**src/rtl/chase_dir_ctrl.sv**
```systemverilog
`default_nettype none
// ============================================================================
// Module   : chase_dir_ctrl
// Brief    : Time-multiplexed chase-direction engine for N_CH chasers.
//            Build option CHASE_LFSR_EN: blocked-turn sign taken from an LFSR.
// Revision : 1.0 - initial release
// ============================================================================
module chase_dir_ctrl #(
    parameter int XW         = 11,
    parameter int YW         = 10,
    parameter int N_CH       = 4,
    parameter int TICK_DIV   = 1000000,
    parameter int DEADZONE   = 4,
    parameter int HOLD_TICKS = 2
) (
    input  logic                 clk,
    input  logic                 rst_n,
    input  logic                 en,
    input  logic [XW-1:0]        target_x,
    input  logic [YW-1:0]        target_y,
    input  logic [N_CH*XW-1:0]   chaser_x,
    input  logic [N_CH*YW-1:0]   chaser_y,
    input  logic [N_CH-1:0]      blocked,
    output logic [2*N_CH-1:0]    dir,
    output logic [N_CH-1:0]      dir_valid,
    output logic                 busy
);

    localparam int c_W  = ((XW > YW) ? XW : YW) + 1;
    localparam int c_PW = $clog2(TICK_DIV);
    localparam int c_IW = (N_CH > 1) ? $clog2(N_CH) : 1;
    localparam int c_HW = (HOLD_TICKS > 0) ? $clog2(HOLD_TICKS + 1) : 1;

    localparam logic [c_PW-1:0] c_TICK_LAST = c_PW'(TICK_DIV - 1);
    localparam logic [c_IW-1:0] c_LAST_CH   = c_IW'(N_CH - 1);
    localparam logic [c_W:0]    c_DZ        = (c_W + 1)'(DEADZONE);
    localparam logic [c_HW-1:0] c_HOLD      = c_HW'(HOLD_TICKS);

    typedef enum logic [0:0] {
        S_IDLE = 1'b0,
        S_SCAN = 1'b1
    } state_t;

    state_t            r_state;
    state_t            w_state_nx;
    logic [c_PW-1:0]   r_pre;
    logic [c_IW-1:0]   r_idx;
    logic [c_IW-1:0]   w_idx_nx;
    logic              r_pend;
    logic              w_pend_nx;
    logic              w_tick;
    logic              w_eval;

    logic [2*N_CH-1:0] w_dir_all;
    logic [N_CH-1:0]   w_valid_all;
    logic [N_CH-1:0]   w_held_all;

    logic [XW-1:0]     w_cx;
    logic [YW-1:0]     w_cy;
    logic              w_blk;
    logic [1:0]        w_cur_dir;
    logic              w_cur_held;

    logic [c_W-1:0]    w_cxe, w_cye, w_txe, w_tye;
    logic [c_W-1:0]    w_dx, w_dy;
    logic              w_x_dom, w_y_dom, w_x_dec, w_y_dec;
    logic              w_prev_x, w_use_x, w_blk_inc;
    logic [1:0]        w_track_dir, w_blk_dir, w_new_dir;

    // ------------------------------------------------------------------------
    // Decision-tick prescaler
    // ------------------------------------------------------------------------
    always_ff @(posedge clk) begin
        if (!rst_n) begin
            r_pre <= '0;
        end else if (en) begin
            r_pre <= (r_pre == c_TICK_LAST) ? '0 : r_pre + c_PW'(1);
        end
    end

    assign w_tick = en && (r_pre == c_TICK_LAST);

    // ------------------------------------------------------------------------
    // Scan FSM
    // ------------------------------------------------------------------------
    always_ff @(posedge clk) begin
        if (!rst_n) begin
            r_state <= S_IDLE;
            r_idx   <= '0;
            r_pend  <= 1'b0;
        end else begin
            r_state <= w_state_nx;
            r_idx   <= w_idx_nx;
            r_pend  <= w_pend_nx;
        end
    end

    always_comb begin
        w_state_nx = r_state;
        w_idx_nx   = r_idx;
        w_pend_nx  = r_pend;
        w_eval     = 1'b0;
        case (r_state)
            S_IDLE: begin
                w_pend_nx = 1'b0;
                if (w_tick) begin
                    w_state_nx = S_SCAN;
                    w_idx_nx   = '0;
                end
            end
            S_SCAN: begin
                w_eval = 1'b1;
                if (r_idx == c_LAST_CH) begin
                    w_idx_nx = '0;
                    // A tick landing on the final slot is treated like a pending one.
                    if (r_pend || w_tick) begin
                        w_state_nx = S_SCAN;
                        w_pend_nx  = 1'b0;
                    end else begin
                        w_state_nx = S_IDLE;
                    end
                end else begin
                    w_idx_nx = r_idx + c_IW'(1);
                    if (w_tick) begin
                        w_pend_nx = 1'b1;
                    end
                end
            end
            default: begin
                w_state_nx = S_IDLE;
                w_idx_nx   = '0;
                w_pend_nx  = 1'b0;
            end
        endcase
        if (!en) begin
            w_pend_nx = 1'b0;
        end
    end

    assign busy = (r_state == S_SCAN);

    // ------------------------------------------------------------------------
    // Channel select and shared evaluator
    // ------------------------------------------------------------------------
    always_comb begin
        w_cx       = '0;
        w_cy       = '0;
        w_blk      = 1'b0;
        w_cur_dir  = 2'd0;
        w_cur_held = 1'b0;
        for (int i = 0; i < N_CH; i++) begin
            if (r_idx == c_IW'(i)) begin
                w_cx       = chaser_x[i*XW +: XW];
                w_cy       = chaser_y[i*YW +: YW];
                w_blk      = blocked[i];
                w_cur_dir  = w_dir_all[2*i +: 2];
                w_cur_held = w_held_all[i];
            end
        end
    end

    assign w_cxe   = c_W'(w_cx);
    assign w_cye   = c_W'(w_cy);
    assign w_txe   = c_W'(target_x);
    assign w_tye   = c_W'(target_y);
    assign w_dx    = (w_cxe >= w_txe) ? (w_cxe - w_txe) : (w_txe - w_cxe);
    assign w_dy    = (w_cye >= w_tye) ? (w_cye - w_tye) : (w_tye - w_cye);
    assign w_x_dom = {1'b0, w_dx} > ({1'b0, w_dy} + c_DZ);
    assign w_y_dom = {1'b0, w_dy} > ({1'b0, w_dx} + c_DZ);
    assign w_x_dec = w_cxe > w_txe;
    assign w_y_dec = w_cye > w_tye;
    assign w_prev_x = w_cur_dir[1];

    always_comb begin
        w_use_x = w_prev_x;
        if (w_x_dom) begin
            w_use_x = 1'b1;
        end else if (w_y_dom) begin
            w_use_x = 1'b0;
        end else if (w_prev_x && (w_dx == '0)) begin
            w_use_x = 1'b0;
        end else if (!w_prev_x && (w_dy == '0)) begin
            w_use_x = 1'b1;
        end
    end

    // Direction code bit 1 selects the x axis, bit 0 means increase.
    assign w_track_dir = w_use_x ? {1'b1, ~w_x_dec} : {1'b0, ~w_y_dec};

`ifdef CHASE_LFSR_EN
    logic [15:0] r_lfsr;
    logic        w_lfsr_fb;

    assign w_lfsr_fb = r_lfsr[0] ^ r_lfsr[2] ^ r_lfsr[3] ^ r_lfsr[5];

    always_ff @(posedge clk) begin
        if (!rst_n) begin
            r_lfsr <= 16'hACE1;
        end else begin
            r_lfsr <= {w_lfsr_fb, r_lfsr[15:1]};
        end
    end

    assign w_blk_inc = r_lfsr[0];
`else
    assign w_blk_inc = w_prev_x ? ~w_y_dec : ~w_x_dec;
`endif

    assign w_blk_dir = {~w_prev_x, w_blk_inc};

    always_comb begin
        w_new_dir = w_track_dir;
        if (w_blk) begin
            w_new_dir = w_blk_dir;
        end else if ((w_dx == '0) && (w_dy == '0)) begin
            w_new_dir = w_cur_dir;
        end
    end

    // ------------------------------------------------------------------------
    // Per-channel direction / hold state
    // ------------------------------------------------------------------------
    for (genvar g = 0; g < N_CH; g++) begin : g_ch
        logic [1:0]      r_dir;
        logic [c_HW-1:0] r_hold;
        logic            r_valid;
        logic            w_sel;

        assign w_sel = w_eval && (r_idx == c_IW'(g));

        always_ff @(posedge clk) begin
            if (!rst_n) begin
                r_dir   <= 2'd0;
                r_hold  <= '0;
                r_valid <= 1'b0;
            end else begin
                r_valid <= 1'b0;
                if (w_sel) begin
                    if (w_cur_held) begin
                        r_hold <= r_hold - c_HW'(1);
                    end else begin
                        r_valid <= 1'b1;
                        r_dir   <= w_new_dir;
                        if (w_blk) begin
                            r_hold <= c_HOLD;
                        end
                    end
                end
            end
        end

        assign w_dir_all[2*g +: 2] = r_dir;
        assign w_valid_all[g]      = r_valid;
        assign w_held_all[g]       = (r_hold != '0);
    end

    assign dir       = w_dir_all;
    assign dir_valid = w_valid_all;

endmodule
`default_nettype wire
```
**config.mk**
```make
export PLATFORM = sky130hd
export DESIGN_NAME = chase_dir_ctrl
export DESIGN_NICKNAME = d
export VERILOG_FILES = /design/src/rtl/chase_dir_ctrl.sv
export SDC_FILE = /design/constraint.sdc
export NUM_CORES = 1
export LEC_CHECK = 0
export ABC_AREA = 1
export CAP_MARGIN = 20
export CELL_PAD_IN_SITES_DETAIL_PLACEMENT = 1
export CELL_PAD_IN_SITES_GLOBAL_PLACEMENT = 2
export CORE_AREA = 2 2 159 115
export CTS_BUF_LIST = sky130_fd_sc_hd__clkbuf_4 sky130_fd_sc_hd__clkbuf_8
export DETAILED_ROUTE_END_ITERATION = 6
export DIE_AREA = 0 0 161 117
export DONT_BUFFER_PORTS = 1
export HOLD_SLACK_MARGIN = 0.05
export PLACE_DENSITY = 0.89
export SLEW_MARGIN = 40
export SYNTH_ARGS = -nofsm -noshare
export SYNTH_HDL_FRONTEND = slang
export SYNTH_SLANG_ARGS = --single-unit
```
**constraint.sdc**
```tcl
create_clock -name clk -period 8 [get_ports clk]
set_input_delay 0.8 -clock clk [delete_from_list [all_inputs] [get_ports clk]]
set_output_delay 0.8 -clock clk [all_outputs]
set_load 0.01 [all_outputs]
```
Yosys cells after proc, flatten, opt, wreduce, memory -nomap -nowiden:

Cells that the tools add are included.

* add/subtract/negate cells: 12
* magnitude comparators: 6
* eq/ne operators: 7
* muxes and demuxes: 49
* bitwise operators: 5
* reductions and logical operators: 32

Operators by type and width (count)
* $mux 11: 4
* $mux 10: 4
* $mux 2: 14
* $reduce_and 2->1: 14
* $add 12x3->13 const B: 2
* $gt 12x13->1: 2
* $logic_not 12->1: 2
* $mux 12: 2
* $sub 11x11->12: 2
* $sub 10x10->11: 2
* $mux 1: 21
* $add 20x1->20 const B: 1
* $eq 20x20->1 const B: 1
* $mux 20: 1
* $ge 11x11->1: 1
* $gt 11x11->1: 1
* $ge 10x10->1: 1
* $gt 10x10->1: 1
* $reduce_bool 2->1: 5
* $logic_and 1x1->1: 8
* $sub 2x1->2 const B: 4
* $not 1->1: 5
* $eq 2x2->1 const B: 2
* $pmux 1 s2: 2
* other kinds (9): 9

* register bits: 44
* input bits: 112
* output and inout bits: 13
* logic and storage cells: 127

Longest topological paths before layout:

Gate-level depths: netlist of the first run.

* depth after elaboration: 16
* depth in mapped cells: 44
* depth with buffers taken out: 41

Least setup slack after synthesis of the first run:

OpenSTA, ideal clock, no wires.

* path type: register to register
* start: register r_idx[0]
* end: register g_ch[0].r_dir[0]
* library setup time: 0.109 ns
* arrival time: 4.991 ns
* required time: 7.891 ns
* slack: 2.900 ns
* stages on the path, launching flop included: 40
* buffers on the path: 3
* period minus slack after synthesis: 5.100 ns
* cell sequence: dfxtp_1 > inv_1 > ha_1 > clkbuf_1 > clkinv_1 > clkbuf_1 > nor2_1 > nor2_1 > a22oi_1 > inv_1 > ha_1 > nand2_1 > nor2_1 > nand2_1 > nand2_2 > a21oi_4 > nand2_2 > buf_6 > (+4 left out) > nand3_1 > nor2_1 > nand3_1 > o21ai_0 > nand2_1 > ha_1 > a21oi_1 > nor2_1 > o21ai_1 > inv_1 > a21oi_2 > nand2_1 > nand2_1 > nand3_2 > nand2_2 > nand3_1 > nand2_1 > inv_1

* longest elaborated chain between the ends: 16
* elaborated cells between the ends (all ways): 57
* those cells by class: 6 x add/sub; 6 x order compare; 3 x eq/ne; 30 x mux; 3 x bitwise; 9 x reduce/logical

Ends and longest elaborated chain
* start, declared: line 47 `logic [c_IW-1:0] r_idx;`
* start signal, assigned: line 93 `r_idx <= w_idx_nx;`
* parallel branches: the longest is 16 deep, another holds $add 12x3->13
* end signal, assigned: line 243 `r_dir <= w_new_dir;`
* end, declared: line 224 `logic [1:0] r_dir;`

Several ways; the timed one is not identified.
A chain may end at the register's enable or synchronous reset.

Worst setup path after layout of the first run:

* start: register r_idx[0]
* end: register g_ch[3].r_dir[0]

* longest elaborated chain between the ends: 16
* elaborated cells between the ends (all ways): 57
* those cells by class: 6 x add/sub; 6 x order compare; 3 x eq/ne; 30 x mux; 3 x bitwise; 9 x reduce/logical

Ends and longest elaborated chain (line)
* parallel branches: the longest is 16 deep, another holds $add 12x3->13
* end signal, assigned: 243
* end, declared: 224

Several ways; the timed one is not identified.

==> impl_metrics.yaml, run 1 <==
route:
  wire_per_inst_microns: 17.8
  vias_per_cell: 5.29
  drt_iter0_drc: 363
  wl_microns: 22800
  drt_pass1_iterations: 5
  route.met3.wl_microns: 1660
  via_count: 6780
  ant_nets: 0
  wl_met1_microns: 11500
  routed-wl-met2_microns: 9550
  top_layer_used: "met4"
  route.detailed.drc: 0
timing:
  fin_setup_tns_ps: 0
  hold_viol_final: 0
  relSlewSlack_pct: 48.1
  setup_viol_count_final: 0
  rsz0062_at_grt: "no"
  slew_violations: 0
  holdWs_ps: 459
  fin_crit_sh_pct: 82.4
  fmax_ghz: 0.152
  tightest_slew_ps: 779
  fin_skew_ps: 10.1
  period_minus_slack_ps: 6590
critical_path:
  slowest_delay_ps: 390
  crit_slowest_cell: "clkinv_1"
  end_kind: "flip-flop"
  critical_path.most_common_cell: "nand2_1"
  start_kind: "flip-flop"
  path_max_fanout: 25
  cp.required_ps: 8210
  worstSetupPathType: "reg2reg"
  arrival_ps: 6800
layout:
  final_common_cell: "nand2_1"
  drive_gt1_share_pct: 5.83
  multi_input_area_sq_mm: 0.00475
  syn2layout_area_growth_pct: 4.26
  mostFrequentLayoutCells: "nand2_1 (254), inv_1 (162), nor2_1 (112), a21oi_1 (76), ha_1 (74)"
  final_cell_area_sq_mm: 0.00673
  regArea_sq_um: 881
  nFillCells: 2409
  finish.net_count: 1237
  diodes: 0
placement:
  numPortBuffers: 0
  hpwl_microns: 19300
  placed_area_sq_mm: 0.00661
  gp_congestion: 0.903
clock_network:
  clkTransAtPathRegs_ps: 90
  cts_resized: 0
  cts_setup_buffers: 0
  cts_hold_buf: 0
  cts_tree: "done"
  cts_sinks: 44
  root_buffer: "clkbuf_8"
  insertion_delay_ps: 310
  cts_buffers: 5
  clock_path_buffers: 2
  htreeDepth: 2
synthesis:
  synthesis.nets: 1258
  yosysTopAreaCell: "nand2_1"
  synthArstFlopShare_pct: 0
  synth_ff_type: "dfxtp_1"
  ys_seq_area_share_pct: 13.6
  syn_area_sq_mm: 0.00645
  synthCells: 1066
  synth_edf_count: 0
  ys_types: 51
  syn_avg_cell_area_sq_um: 6.06
  synthTopCellsByArea: "nand2_1 (15%), ha_1 (15%), dfxtp_1 (14%)"
  synth_warnings: 0
  synth_top_cell_area_share_pct: 14.8
  synth.ff_latch_count: 44
grt:
  grt_usage_pct: 24.4
  grt_pass1_vias: 6879
  antenna_found_initial: 0
  grt_max_degree: 26
  grt_overflow: 0
  grt_pass1_wl_microns: 36200
min_path:
  hp-class: "reg2reg"
power_and_ir_drop:
  ir_drop_mv: 0.0672
  leakage_nw: 3.37
  total_power_mw: 0.953
  power_density_mw_per_mm2: 142
status:
  status: "completed"
floorplanning:
  core-area_sq_mm: 0.0174
  die_w_microns: 161
  rows: 41
  die_y_microns: 117
  start_util_pct: 37.0
  die_area_sq_mm: 0.0188
  num_io_pins: 125
run:
  drv_cap: 0
==> state kept, by name, summed over array words and instances, names as in the netlist <==
name,flops
r_pre,20
g_ch.r_dir,8
g_ch.r_hold,8
g_ch.r_valid,4
r_idx,2
busy,1
r_pend,1
==> synthesized netlist by cell type, drive strengths merged (4+ instances only) <==
master,count
xnor2,4
buf,14
nor2,118
clkbuf,19
a211oi,5
ha,76
o21a,14
a22oi,11
fa,4
nor4,7
nand3b,4
xor2,34
a21oi,79
nand3,59
o21ai,61
nand2,275
nand4,15
o21bai,8
nor3,22
dfxtp,44
clkinv,4
inv,168
==> power breakdown <==
part,switching (mW),internal (mW)
Combinational,0.359,0.185
Clock,0.0864,0.102
Sequential,0.000944,0.220
==> per-layer routing <==
metal  vias up  global-route usage [%]
met4         0                    1.31
li1       3372                       -
met5         -                       0
met2       172                    39.6
met3         8                    5.85
met1      3228                    34.7
==> final timing paths <==
kind / slack, ps / cells past startpoint / endpoint / from
max: 1410 / 35 / g_ch[3].r_dir[0] / r_idx[0]
min: 460 / 1 / g_ch[0].r_hold[0] / g_ch[0].r_hold[0]
min reg2reg: 460 / 1 / g_ch[0].r_hold[0] / g_ch[0].r_hold[0]
max reg2reg: 1410 / 35 / g_ch[3].r_dir[0] / r_idx[0]
==> area by class of cell <==
| cell class | instances | area share (%) |
|---|---|---|
| clock buffers | 6 | 1.23 |
| multi-input cells | 817 | 70.6 |
| well taps | 236 | 4.39 |
| clock inverters | 2 | 0.576 |
| inverters | 172 | 9.59 |
| flip-flops and latches | 44 | 13.1 |
| repair buffers | 5 | 0.558 |
==> worst max-delay path: cells and delay by family, from the launching register on <==
| family | cells | cell delay (ps) |
|---|---|---|
| muxes | 1 | 310 |
| AOI/OAI and AO/OA | 3 | 750 |
| DFF | 1 | 340 |
| buffers and inverters | 7 | 1460 |
| adders and majority gates | 4 | 1050 |
| and+or+nand+nor | 19 | 2430 |
| xor gates and xnor gates | 1 | 120 |
==> per-stage QoR <==
stage | instances | worst slack (ps) | utilization [%]
CTS | 1282 | 1350 | 38.6
finish | 1282 | 1410 | 38.6
detailed placement | 1274 | 1390 | 37.9
global route | 1282 | 796 | 38.6
global placement | 1274 | 1500 | 37.9
floorplan | 1066 | 2900 | -
==> logic make-up (layout without fill, tap and decap cells) <==
| logic type | count (synthesis) | count (layout) | share of synthesized area [%] |
|---|---|---|---|
| AND/OR/NAND/NOR | 505 | 505 | 34.6 |
| buffers and inverters | 205 | 185 | 12.9 |
| AO/OA/AOI/OAI | 193 | 193 | 17.6 |
| adder cells (fa/ha/maj) | 80 | 80 | 16.0 |
| flip-flops | 44 | 44 | 13.6 |
| XOR/XNOR | 38 | 38 | 5.16 |
| multiplexers | 1 | 1 | 0.155 |
No activity file was read; power rests on OpenSTA's default activity.
==> run 2, diff against run 1 <==
CORE_AREA = 2 2 166 119   (was 2 2 159 115)
DIE_AREA = 0 0 168 121   (was 0 0 161 117)
PLACE_DENSITY = 0.84   (was 0.89)
clock period = 6.51 ns   (was 8 ns; I/O delays follow)
==> run 2 against run 1 <==
Against the previous run: sequential power up 23%; sequential share of layout area down 0.12 points; clock-buffer cell count down 1; design area up 0.95%; wire length down 0.65%; first-iteration DRC count down 7.2%; register-to-register slack worse by 780 ps; hold slack better by 1.6 ps; clock skew down 2.3 ps; critical path type unchanged.
==> impl_metrics.yaml, run 2 (same netlist as run 1, synthesis figures left out) <==
clock_network:
  htreeDepth: 2
  cts_buffers: 5
  clock_path_buffers: 2
  cts_tree: "done"
  cts_sinks: 44
  root_buffer: "clkbuf_8"
  cts_hold_buf: 0
  clkTransAtPathRegs_ps: 90
  insertion_delay_ps: 320
layout:
  fin_util_pct: 36.4
  drive_gt1_share_pct: 6.64
  finish.net_count: 1247
  top_regs: "r_pre: 20 flops, g_ch.r_dir: 8 flops, g_ch.r_hold: 8 flops"
  mostFrequentLayoutCells: "nand2_1 (254), inv_1 (161), nor2_1 (112), a21oi_1 (76), ha_1 (74)"
  final_common_cell: "nand2_1"
  diodes: 0
  layout.cells.non_filler: 1296
  regArea_sq_um: 881
  multi_input_area_sq_mm: 0.00475
  final_cell_area_sq_mm: 0.00679
  syn2layout_area_growth_pct: 5.25
  nFillCells: 2552
  max_flop_register: "r_pre"
  largest_reg_flops: 20
min_path:
  hold_depth: 1
  hp-start: "g_ch[2].r_hold[0]"
  hold_path_end: "g_ch[2].r_hold[0]"
  hp-class: "reg2reg"
floorplanning:
  core-area_sq_mm: 0.0187
  die_y_microns: 121
  num_io_pins: 125
  die_area_sq_mm: 0.0203
  die_w_microns: 168
  start_util_pct: 34.6
  rows: 42
power_and_ir_drop:
  ir_drop_mv: 0.0697
  total_power_mw: 1.14
  power_density_mw_per_mm2: 168
  leakage_nw: 3.40
timing:
  fin_skew_ps: 7.83
  setup_viol_count_final: 0
  fmax_ghz: 0.170
  finalWorstSetupSlack_ps: 629
  slew_violations: 0
  period_minus_slack_ps: 5880
  hold_viol_final: 0
  tightest_slew_ps: 621
  fin_crit_sh_pct: 90.3
  relSlewSlack_pct: 58.2
  fin_setup_tns_ps: 0
  rsz0062_at_grt: "no"
  holdWs_ps: 460
route:
  via_count: 6550
  wl_microns: 22600
  drt_iter0_drc: 337
  route.detailed.drc: 0
  wire_per_inst_microns: 17.5
  routed-wl-met2_microns: 9420
  top_layer_used: "met5"
  drt_pass1_iterations: 6
  wl_met1_microns: 11700
  route.met3.wl_microns: 1390
  vias_per_cell: 5.05
  ant_nets: 0
placement:
  gp_congestion: 0.891
  hpwl_microns: 19800
  placed_cells: 1287
  placed_area_sq_mm: 0.00666
  numPortBuffers: 0
  dp_slack_ps: 454
grt:
  antenna_found_initial: 2
  grt_pass1_vias: 6726
  grt_overflow: 0
  grt_pass1_wl_microns: 36200
  grt_usage_pct: 22.7
  grt_max_degree: 22
critical_path:
  cp.required_ps: 6740
  worstSetupPathType: "reg2reg"
  critical_path.most_common_cell: "nand2_1"
  end_kind: "flip-flop"
  start_kind: "flip-flop"
  worstReg2RegEnd: "g_ch[3].r_dir[0]"
  r2r_slack_ps: 630
  rr_worst_depth: 34
  slowest_delay_ps: 360
  arrival_ps: 6110
  crit_slowest_cell: "a22oi_1"
  r2r-start: "r_idx[0]"
  path_max_fanout: 16
run:
  drv_cap: 0
status:
  status: "completed"
[run 2: cell count changes in the layout (fill, tap and decap cells not counted)]
cell / change
clkinv_4: -1
clkinvlp_4: +1
clkbuf_8: -1
inv_1: -1
buf_4: +10
[run 2: final cells by class]
cell class	count	share of cell area, %
Timing Repair Buffer	15	1.66
Tap cell	242	4.46
Inverter	172	9.56
Clock inverter	1	0.442
Clock buffer	5	1.01
Multi-Input combinational cell	817	69.9
Sequential cell	44	13.0
[run 2: timing repair]
item | 4_1_cts | 5_1_grt
gates resized for setup | 0 | 3
endpoints found under the setup margin | 0 | 8
buffers inserted | 0 | 3
endpoints found under the hold margin | 0 | 0
[run 2: routing by layer]
| layer | vias up | track usage [%] |
|---|---|---|
| li1 | 3398 | - |
| met1 | 3002 | 32.4 |
| met2 | 131 | 35.3 |
| met3 | 15 | 6.07 |
| met4 | 4 | 1.96 |
| met5 | - | 0 |
[run 2: critical path, delay by kind of cell, from the launching register on]
kind            cells  cell delay [ps]
simple gates       18             2410
fa+ha+maj           4             1130
compound gates      3              710
buf+inv             6              690
flops               1              340
xor+xnor            2              260
mux                 1              250
[run 2: how the worst max path moves through the flow]
stage,from,end,slack (ps),depth (start not counted)
finish,r_idx[0],g_ch[3].r_dir[0],630,34
global route,r_idx[0],g_ch[3].r_dir[0],40,35
CTS,r_idx[1],g_ch[3].r_dir[0],440,33
detailed placement,r_idx[1],g_ch[3].r_dir[0],450,33
global placement,r_idx[0],g_ch[1].r_dir[0],580,37
floorplan,r_idx[0],g_ch[0].r_dir[0],1410,39
[run 2: report_power, final]
part	switching, mW	internal, mW
registers	0.00105	0.270
clock network	0.101	0.110
logic	0.428	0.228
total	0.530	0.608
==> run 3, diff against run 2 <==
==> config.mk (replaced) <==
export PLATFORM = sky130hd
export DESIGN_NAME = chase_dir_ctrl
export DESIGN_NICKNAME = d
export VERILOG_FILES = /design/src/rtl/chase_dir_ctrl.sv
export SDC_FILE = /design/constraint.sdc
export NUM_CORES = 1
export LEC_CHECK = 0
export ABC_AREA = 1
export CAP_MARGIN = 20
export CORE_AREA = 2 2 147 106
export CTS_BUF_LIST = sky130_fd_sc_hd__clkbuf_4 sky130_fd_sc_hd__clkbuf_8
export DETAILED_ROUTE_END_ITERATION = 6
export DIE_AREA = 0 0 149 108
export DONT_BUFFER_PORTS = 1
export HOLD_SLACK_MARGIN = 0.05
export PLACE_DENSITY = 0.6
export SYNTH_ARGS = -nofsm -noshare
export SYNTH_HDL_FRONTEND = slang
export SYNTH_SLANG_ARGS = --single-unit
==> constraint.sdc (replaced) <==
create_clock -name clk -period 6.51 [get_ports clk]
set_input_delay 0.651 -clock clk [delete_from_list [all_inputs] [get_ports clk]]
set_output_delay 0.651 -clock clk [all_outputs]
set_load 0.1 [all_outputs]
==> run 3 against run 2 <==
Against the previous run: sequential share of layout area increased by 0.12 points; sequential power about the same; global-route usage increased by 2.3 points.
==> impl_metrics.yaml, run 3 (same netlist as run 1, synthesis figures left out) <==
critical_path:
  rr_worst_depth: 38
  worstReg2RegEnd: "g_ch[0].r_dir[0]"
  r2r-start: "r_idx[1]"
  r2r_slack_ps: 730
  crit_start: "r_idx[1]"
  start_kind: "flip-flop"
  crit_slowest_cell: "ha_1"
  end_kind: "flip-flop"
  cp.required_ps: 6720
  worstSetupPathType: "reg2reg"
  slowest_delay_ps: 410
  path_max_fanout: 14
  arrival_ps: 5990
  critical_path.most_common_cell: "nand2_1"
route:
  ant_nets: 0
  vias_per_cell: 5.17
  drt_iter0_drc: 551
  wire_per_inst_microns: 15.8
  drt_pass1_iterations: 5
  via_count: 6453
  route.detailed.drc: 0
  wl_microns: 19700
layout:
  layout.cells.non_filler: 1247
  final_common_cell: "nand2_1"
  diodes: 0
  final_cell_area_sq_mm: 0.00673
  syn2layout_area_growth_pct: 4.32
  mostFrequentLayoutCells: "nand2_1 (254), inv_1 (162), nor2_1 (112), a21oi_1 (76), ha_1 (76)"
  fin_util_pct: 46.3
  top_regs: "r_pre: 20 flops, g_ch.r_dir: 8 flops, g_ch.r_hold: 8 flops"
  drive_gt1_share_pct: 6.18
  max_flop_register: "r_pre"
  largest_reg_flops: 20
  finish.net_count: 1244
floorplanning:
  die_w_microns: 149
  die_area_sq_mm: 0.0161
  die_y_microns: 108
  start_util_pct: 44.4
  num_io_pins: 125
  core-area_sq_mm: 0.0145
  rows: 37
clock_network:
  root_buffer: "clkbuf_8"
  clkTransAtPathRegs_ps: 90
  clock_path_buffers: 2
  cts_sinks: 44
  cts_tree: "done"
  htreeDepth: 2
  insertion_delay_ps: 300
  cts_setup_buffers: 0
  cts_resized: 0
  cts_buffers: 5
  cts_hold_buf: 0
placement:
  hpwl_microns: 16800
  placed_cells: 1240
  gp_congestion: 0.934
  placed_area_sq_mm: 0.00661
  numPortBuffers: 0
status:
  status: "completed"
timing:
  rsz0062_at_grt: "no"
  period_minus_slack_ps: 5780
  fin_skew_ps: 7.81
  slew_violations: 0
  fin_crit_sh_pct: 88.8
  fmax_ghz: 0.173
  tightest_slew_ps: 1040
  setup_viol_count_final: 0
  fin_setup_tns_ps: 0
  relSlewSlack_pct: 30.5
  hold_viol_final: 0
  holdWs_ps: 459
grt:
  antenna_found_initial: 0
  grt_pass1_wl_microns: 31600
  grt_usage_pct: 24.9
  grt_max_degree: 23
  grt_pass1_vias: 5982
  grt_overflow: 0
min_path:
  hp-start: "g_ch[0].r_hold[0]"
  hp-class: "reg2reg"
  hold_depth: 1
  hold_path_end: "g_ch[0].r_hold[0]"
power_and_ir_drop:
  power_density_mw_per_mm2: 173
  leakage_nw: 3.41
  ir_drop_mv: 0.0793
run:
  drv_cap: 0
[run 3: metal layers]
metal | global-route usage (%) | part of all wire, %
met1 | 37.8 | 52
met5 | 0 | 0
met3 | 6.54 | 8.3
met2 | 36.8 | 40
met4 | 1.43 | 0.23
[run 3: worst max-delay path, delay by kind of cell (launching register included)]
| kind | cells | cell delay [ps] |
|---|---|---|
| flops | 1 | 350 |
| simple gates | 22 | 2000 |
| buf+inv | 7 | 980 |
| compound gates | 4 | 850 |
| xor+xnor | 1 | 140 |
| fa+ha+maj | 4 | 1350 |
[run 3: metrics by stage]
step	total power [mW]	worst slack [ps]
floorplan	0.778	1410
global placement	0.910	862
detailed placement	0.905	757
CTS	1.15	741
global route	1.27	20.5
finish	1.16	731
[run 3: how the worst max path moves through the flow]
stage | end | slack, ps | cells past startpoint
4_1_cts | g_ch[0].r_dir[0] | 740 | 38
3_5_place_dp | g_ch[2].r_dir[0] | 760 | 38
6_report | g_ch[0].r_dir[0] | 730 | 38
5_1_grt | g_ch[0].r_dir[0] | 20 | 38
3_3_place_gp | g_ch[0].r_dir[0] | 860 | 38
2_1_floorplan | g_ch[0].r_dir[0] | 1410 | 39
[run 3: power breakdown]
group,total (mW),leakage [nW],internal [mW],switching [mW]
registers,0.271,0.355,0.270,0.00103
logic,0.641,2.99,0.226,0.415
clock network,0.250,0.0642,0.151,0.0986
[run 3: area by class of cell]
cell class              instances  area [sq um]
clock buffers                   5          68.8
clock inverters                 2          60.1
fillers                      1561          7800
inverters                     172           646
multi-input cells             817          4740
flip-flops and latches         44           881
well taps                     195           244
repair buffers                 12          90.1
